==> src/rtl/stream_mux_rr.sv <==
// stream_mux_rr: N-to-1 round-robin stream multiplexer with a registered output slice.
// Define STREAM_MUX_LOCK_EN to add packet lock (last_i/last_o) so a packet is never interleaved.
module stream_mux_rr #(
  parameter int BIT_WIDTH  = 8,
  parameter int NUM_INPUTS = 4,
  parameter int SEL_W      = (NUM_INPUTS > 1) ? $clog2(NUM_INPUTS) : 1
) (
  input  logic                                 clk_i,
  input  logic                                 rst_i,
  input  logic [NUM_INPUTS-1:0]                valid_i,
  input  logic [NUM_INPUTS-1:0][BIT_WIDTH-1:0] data_i,
  output logic [NUM_INPUTS-1:0]                ready_o,
`ifdef STREAM_MUX_LOCK_EN
  input  logic [NUM_INPUTS-1:0]                last_i,
  output logic                                 last_o,
`endif
  output logic                                 valid_o,
  output logic [BIT_WIDTH-1:0]                 data_o,
  output logic [SEL_W-1:0]                     sel_o,
  input  logic                                 ready_i
);

  logic             load;
  logic             any_valid;
  logic             xfer;
  logic [SEL_W-1:0] last_grant;
  logic [SEL_W-1:0] rr_grant;
  logic [SEL_W-1:0] grant;

  // Scans last+1, last+2, ... with wrap; walking backwards lets the nearest requester win.
  function automatic logic [SEL_W-1:0] rr_pick(input logic [NUM_INPUTS-1:0] req,
                                               input logic [SEL_W-1:0]      last);
    int idx;
    rr_pick = last;
    for (int k = NUM_INPUTS; k >= 1; k--) begin
      idx = (int'(last) + k) % NUM_INPUTS;
      if (req[idx]) rr_pick = SEL_W'(idx);
    end
  endfunction

  assign any_valid = |valid_i;
  assign load      = !valid_o || ready_i;
  assign rr_grant  = rr_pick(valid_i, last_grant);

`ifdef STREAM_MUX_LOCK_EN
  logic             locked;
  logic [SEL_W-1:0] lock_idx;

  // A locked packet owns the output even while its producer pauses.
  assign grant = locked ? lock_idx : rr_grant;

  always_ff @(posedge clk_i) begin
    if (rst_i) begin
      locked   <= 1'b0;
      lock_idx <= '0;
      last_o   <= 1'b0;
    end else if (xfer) begin
      locked   <= !last_i[grant];
      lock_idx <= grant;
      last_o   <= last_i[grant];
    end
  end
`else
  assign grant = rr_grant;
`endif

  always_comb begin
    // NOTE: default assignment first so every path drives ready_o and no latch is inferred.
    ready_o = '0;
    if (!rst_i && load && any_valid) ready_o[grant] = 1'b1;
  end

  assign xfer = valid_i[grant] && ready_o[grant];

  // NOTE: sequential state uses non-blocking assignments so all registers sample pre-edge values.
  always_ff @(posedge clk_i) begin
    if (rst_i) begin
      // NOTE: the data/select registers are reset too, so an idle output is deterministic.
      valid_o    <= 1'b0;
      data_o     <= '0;
      sel_o      <= '0;
      last_grant <= SEL_W'(NUM_INPUTS - 1);
    end else if (load) begin
      valid_o <= xfer;
      if (xfer) begin
        data_o     <= data_i[grant];
        sel_o      <= grant;
        last_grant <= grant;
      end
    end
  end

endmodule

==> config.mk <==
export PLATFORM = sky130hd
export DESIGN_NAME = stream_mux_rr
export DESIGN_NICKNAME = d
export VERILOG_FILES = /design/src/rtl/stream_mux_rr.sv
export SDC_FILE = /design/constraint.sdc
export NUM_CORES = 1
export LEC_CHECK = 0
export ABC_AREA = 1
export CORE_MARGIN = 5
export CORE_UTILIZATION = 56
export CTS_CLUSTER_SIZE = 10
export DETAILED_ROUTE_END_ITERATION = 8
export DONT_BUFFER_PORTS = 1
export PLACE_DENSITY = 0.72
export SLEW_MARGIN = 20
export SYNTH_ARGS = -nofsm -noshare
export SYNTH_HDL_FRONTEND = slang
export SYNTH_SLANG_ARGS = --single-unit
==> constraint.sdc <==
create_clock -name clk_i -period 1.5 [get_ports clk_i]
set_clock_uncertainty 0.05 [all_clocks]
set_input_delay 0.15 -clock clk_i [delete_from_list [all_inputs] [get_ports clk_i]]
set_output_delay 0.15 -clock clk_i [all_outputs]
set_load 0.02 [all_outputs]
**Yosys cells after proc, flatten, opt, wreduce, memory -nomap -nowiden**

Index checks and enable logic that the tools add are counted.
W data, S select, Z words.

- $add $sub $neg: 4
- $mul: 0
- Div/mod/pow operators: 0
- Magnitude comparators: 6
- Eq/ne operators: 0
- Shift operators: 0
- Muxes and demuxes: 25
- Bitwise logic cells: 4
- Reductions and logical operators: 13

Operators with widths:

| kind | count |
|---|---|
| $bmux W8 S2 | 1 |
| $lt A3 B4 Y1 const B | 4 |
| $bmux W1 S2 | 6 |
| $mux W1 | 11 |
| $mux W2 | 4 |
| $mux W8 | 1 |
| $reduce_or A2 Y1 | 4 |
| $add A2 B1 Y2 const B | 2 |
| $add A2 B2 Y2 const B | 2 |
| $and A1 B1 Y1 const A | 4 |
| $logic_and A1 B1 Y1 | 4 |
| $mux W4 | 1 |
| $reduce_or A4 Y1 | 1 |
| $lt A2 B3 Y1 const B | 1 |
| $demux W1 S2 | 1 |
| $ge A2 B1 Y1 const B | 1 |
| $logic_not A1 Y1 | 2 |
| $reduce_and A2 Y1 | 1 |
| $logic_or A1 B1 Y1 | 1 |

- Register bits: 13
- Bits in latches: 0
- RAM bits: 0
- Memory bits (read-only): 0
- Bits of input ports: 39
- Output and inout bits: 15
- Logic and storage cells: 56
- Memories kept: 0

**Depth between registers and ports, before layout**

- Word-level depth: 19
- Gate-level depth with buffers: 18
- Gate-level depth less buffers: 16

**Worst setup path after synthesis**

No wires, ideal clock.

- Path kind: flip-flop to output port
- From: reg last_grant[0]
- To: out ready_o[0]
- Data arrival time: 1656 ps
- Required time: 1300 ps
- Path slack: -356 ps
- Cell stages (with the launch flop): 13
- Path buffers: 2
- Cells stage by stage: dfxtp_1 buf_6 inv_8 nand2_2 nand2_2 nand2_1 nand2_2 nand2_4 nand2_2 nand2_4 nand2_4 buf_6 nor3_1

- Word-level cells in the longest chain between the ends: 13
- Elaborated cells on any way between the ends: 26
- Classes of those cells: add/sub: 4; order compare: 2; mux: 19; reduce/logical: 1

RTL lines:

| item | RTL line | source |
|---|---|---|
| start, declared | 26 | `logic [SEL_W-1:0] last_grant;` |
| start signal, assigned | 82 | `last_grant <= SEL_W'(NUM_INPUTS - 1);` |
| start signal, assigned | 88 | `last_grant <= grant;` |
| $add A2 B1 Y2 | 36 | `idx = (int'(last) + k) % NUM_INPUTS;` |
| $bmux W1 S2 | 37 | `if (req[idx]) rr_pick = SEL_W'(idx);` |
| $mux W1 (implied by the code) (2 in a row) | 37 |  |
| $mux W2 (3 in a row) | 37 |  |
| $mux W2 * | 37 |  |
| $lt A2 B3 Y1 (implied by the code) or $ge A2 B1 Y1 (tied branches) | 70 | `if (!rst_i && load && any_valid) ready_o[grant] = 1'b1;` |
| $logic_and A1 B1 Y1 (implied by the code) | 70 |  |
| $mux W1 (implied by the code) | 70 |  |
| $demux W1 S2 * | 70 |  |
| $mux W4 * | 70 |  |
| end, declared | 12 | `output logic [NUM_INPUTS-1:0] ready_o,` |

Mark *: on every way between the ends. The rest lies on a longest branch, timed or not. The select of a mux whose other input is x is not followed.

**Final worst setup path**

- From: reg last_grant[0]
- To: out ready_o[2]

Same word-level chain as after synthesis.

==> results summary <==
The run finished, with violations left. The final reports fail on setup timing. The routed layout has 1381 vias. Broken down by cell family, the worst path's largest delay share belongs to simple AND/OR/NAND/NOR gates. STA classifies the critical path endpoint as a primary output. The TritonCTS clock tree is yes. VDD sags by at most 0.8380 mV. The source-to-sink clock delay at the later pin of the worst-skew pair is 280 ps. The portion of the clock cycle consumed by the worst path in the final layout came out at 130.9%. The flip-flop and latch count after synthesis is 13. The first detailed-routing pass ran for 6 iterations. The number of core rows came out at 16. The synthesized netlist net count is 238. The worst setup slack for register-to-register paths came out at -390 ps. The initial antenna violation count was 0. The initial cell density of the core is 59.18%. In this run the number of H-tree levels came out at 1.

The post-route minimum period came out at 1963 ps. The fraction of the yosys area taken by sequential cells came out at 22.41%. The maximum fanout count along the critical path is 6.

The sum of net half-perimeters after detailed placement is 2316 µm. The detailed-routed wire length on met3 came out at 351 µm. The tightest min-delay check is of the input port to flop type. The distinct cell type count of the synthesized netlist came out at 20. The highest attainable clock frequency came out at 509.4 MHz. Clock tree synthesis found a total of 13 sinks. The sum of routed wire length over all layers is 4289 µm. The final setup TNS came out at -5563 ps.

The number of port buffers is 0. The root cell of the clock tree is clkbuf_4. The remaining number of nets flagged by the antenna check after routing came out at 0. Setup slack on the critical path of the routed design comes to -462.9 ps. Yosys printed 0 warnings.

The detailed router used layers up to and including met4. The worst reg2reg path depth came out at 16. The worst register-to-register path ends at data_o[6]. The worst setup slack after placement came out at -308.5 ps. For this run, design rule violations remaining after detail routing come to 0.

The floorplan step defined a die boundary enclosing 3084 µm². The routed length on met1 is 1608 µm. The startpoint identified for the worst register-to-register timing path is last_grant[0]. The cell depth of the worst setup path came out at 9. Following the worst setup path forward leads to its endpoint at ready_o[2]. The area added between synthesis and finish is 44.83%.

The vertical extent of the die is 55.54 µm. The count of mapped cells out of synthesis is 199. Summing every instance area after synthesis gives 1161 µm². 0 antenna diodes ended up in the layout. On the critical path, the stage with the largest delay is an instance of dfxtp_4. Across the run, the number of max-cap violations was 0. The critical path goes through buf_6 > o21ai_4 > nand2_1 > nand2_1 > inv_2 > nand2_2 > nand2_2 > buf_6 > nor3_4. Data on the critical path is required at its endpoint by 1300 ps. The leakage power total came out at 0.0009117 µW. The via density per instance is 5.591. The number of slew-limit violations in the final report came out at 0. The total clock buffers created by CTS is 3. The maximum number of pins on one net before global-route repair is 22.

The proportion of layout cells with a drive suffix above 1 came out at 46.82%. The width of the die came out at 55.54 µm. The worst setup path category is flop to primary output. Data arrives at the worst endpoint at 1760 ps. The count of buffer and inverter cells on the critical path came out at 3. The launch point of the worst path is last_grant[0].

The headroom to the max-slew limit came out at 65.27%. The deepest clock path buffer count came out at 2. The number of nets in the layout is 260.

The first-pass GRT wire length came out at 5540 µm. The routability-driven placement congestion ratio came out at 0.8683. The detailed router finished its first iteration with 106 violations. The core footprint came out at 1962 µm². The peak per-stage delay on the critical path came out at 390 ps.

The all-layer global routing usage is 21.77%. STA classifies the critical path startpoint as a flop. Setup repair after global routing could not meet its margin everywhere. After clock tree synthesis, the clock-pin slew on the worst setup and hold paths is 80 ps. The number of top-level pins is 54.

The transition time of the tightest slew-check pin came out at 519.3 ps. Setup violations remaining at the end of the flow were counted as 16. The hold violation total from the final report was 0. The routed wire length per instance is 17.36 µm. In the detailed route, the total length drawn on met2 is 2166 µm.

In this run the power density over the cells is 1309 nW/µm². The via count of the first global-routing pass came out at 1238. The aggregate global routing overflow is 0. The mean instance size in the synthesized netlist is 5.835 µm².
## through the flow
stage	hold slack (ps)	instance area (µm²)	power, µW	util [%]	std cells
2_1_floorplan	248.1	1222	1268	-	199
3_3_place_gp	173.6	1271	1347	64.80	229
3_5_place_dp	175.2	1271	1371	64.80	229
4_1_cts	33.17	1511	1905	77.04	245
5_1_grt	118.0	1682	2307	85.71	247
6_report	37.16	1682	2201	85.71	247
## layer usage
metal,vias up,GRT usage [%]
met5,-,0
li1,650,-
met3,17,3.963
met4,0,5.556
met1,636,25.74
met2,78,39.86
## cells by family (layout without fill, tap and decap cells)
logic type	after synthesis	in the layout	share of synthesized area (%)
AOI/OAI and AO/OA	6	6	3.017
and+or+nand+nor	136	138	55.71
buffers and inverters	44	63	18.86
DFF	13	13	22.41
## where the power goes
part	total, µW	leakage [µW]	switching [µW]	internal (µW)
logic	1500	0.000789	864	634
clock network	219	0.0000150	116	103
registers	484	0.000108	89.6	394
total	2200	0.000912	1070	1130
## sequential cells by signal, summed over array words and instances (netlist names)
register and count:
last_grant 2, data_o 8, valid_o 1, sel_o 2
## placed cells by master (no fill, tap or decap), types with 2 or more instances in the layout
cell,n
nor3_4,2
buf_12,2
nor2_1,19
nand2_2,32
o211ai_1,2
dfxtp_1,11
nand2_4,11
inv_1,29
nand2_1,33
buf_6,8
dfxtp_4,2
a21oi_2,2
buf_4,13
nand3_1,20
inv_2,4
clkbuf_4,3
nand3_2,13
nand2_8,3
nor2_4,2
## cells in the mapped netlist
master    instances  share of area (%)
a21oi_1           2               0.86
buf_12            1                1.7
buf_2             3                1.3
buf_4             3                1.9
buf_6             2                1.9
clkbuf_1          1               0.32
dfxtp_1          13                 22
inv_1            30                9.7
inv_2             3               0.97
inv_8             1               0.97
nand2_1          55                 18
nand2_2          18                9.7
nand2_4           4                3.9
nand3_1          33                 14
nand3_4           1                1.5
nor2_1           21                6.8
nor3_1            3                1.3
nor4_1            1               0.54
o211ai_1          2                1.3
o21ai_1           2               0.86
## how the worst min path moves through the flow
stage	depth (start not counted)	startpoint	endpoint	slack [ps]
4_1_cts	3	ready_i	valid_o	30
2_1_floorplan	3	rst_i	data_o[4]	250
5_1_grt	3	ready_i	valid_o	120
3_3_place_gp	1	rst_i	sel_o[1]	170
6_report	3	ready_i	valid_o	40
3_5_place_dp	1	rst_i	sel_o[0]	180
## what timing repair did
| action | CTS | global route |
|---|---|---|
| buffers inserted | 9 | 1 |
| hold buffers | 1 | 0 |
| resized for setup | 27 | 35 |
| endpoints found under the hold margin | 13 | 0 |
| setup endpoints to repair | 16 | 16 |
| cloned | 2 | 1 |
| pin swaps | 21 | 25 |
## worst min-delay path: stages
cell and delay (ps):
nor2_1 40, nor2_1 90, nor2_1 40
## final cells by class
type	instances	area [µm²]
multi-input cells	144	955.9
flip-flops and latches	13	267.8
repair buffers	25	262.8
clock buffers	4	26.28
well taps	27	33.78
inverters	34	135.1
fillers	106	280.3
(Power assumes the default switching activity.)
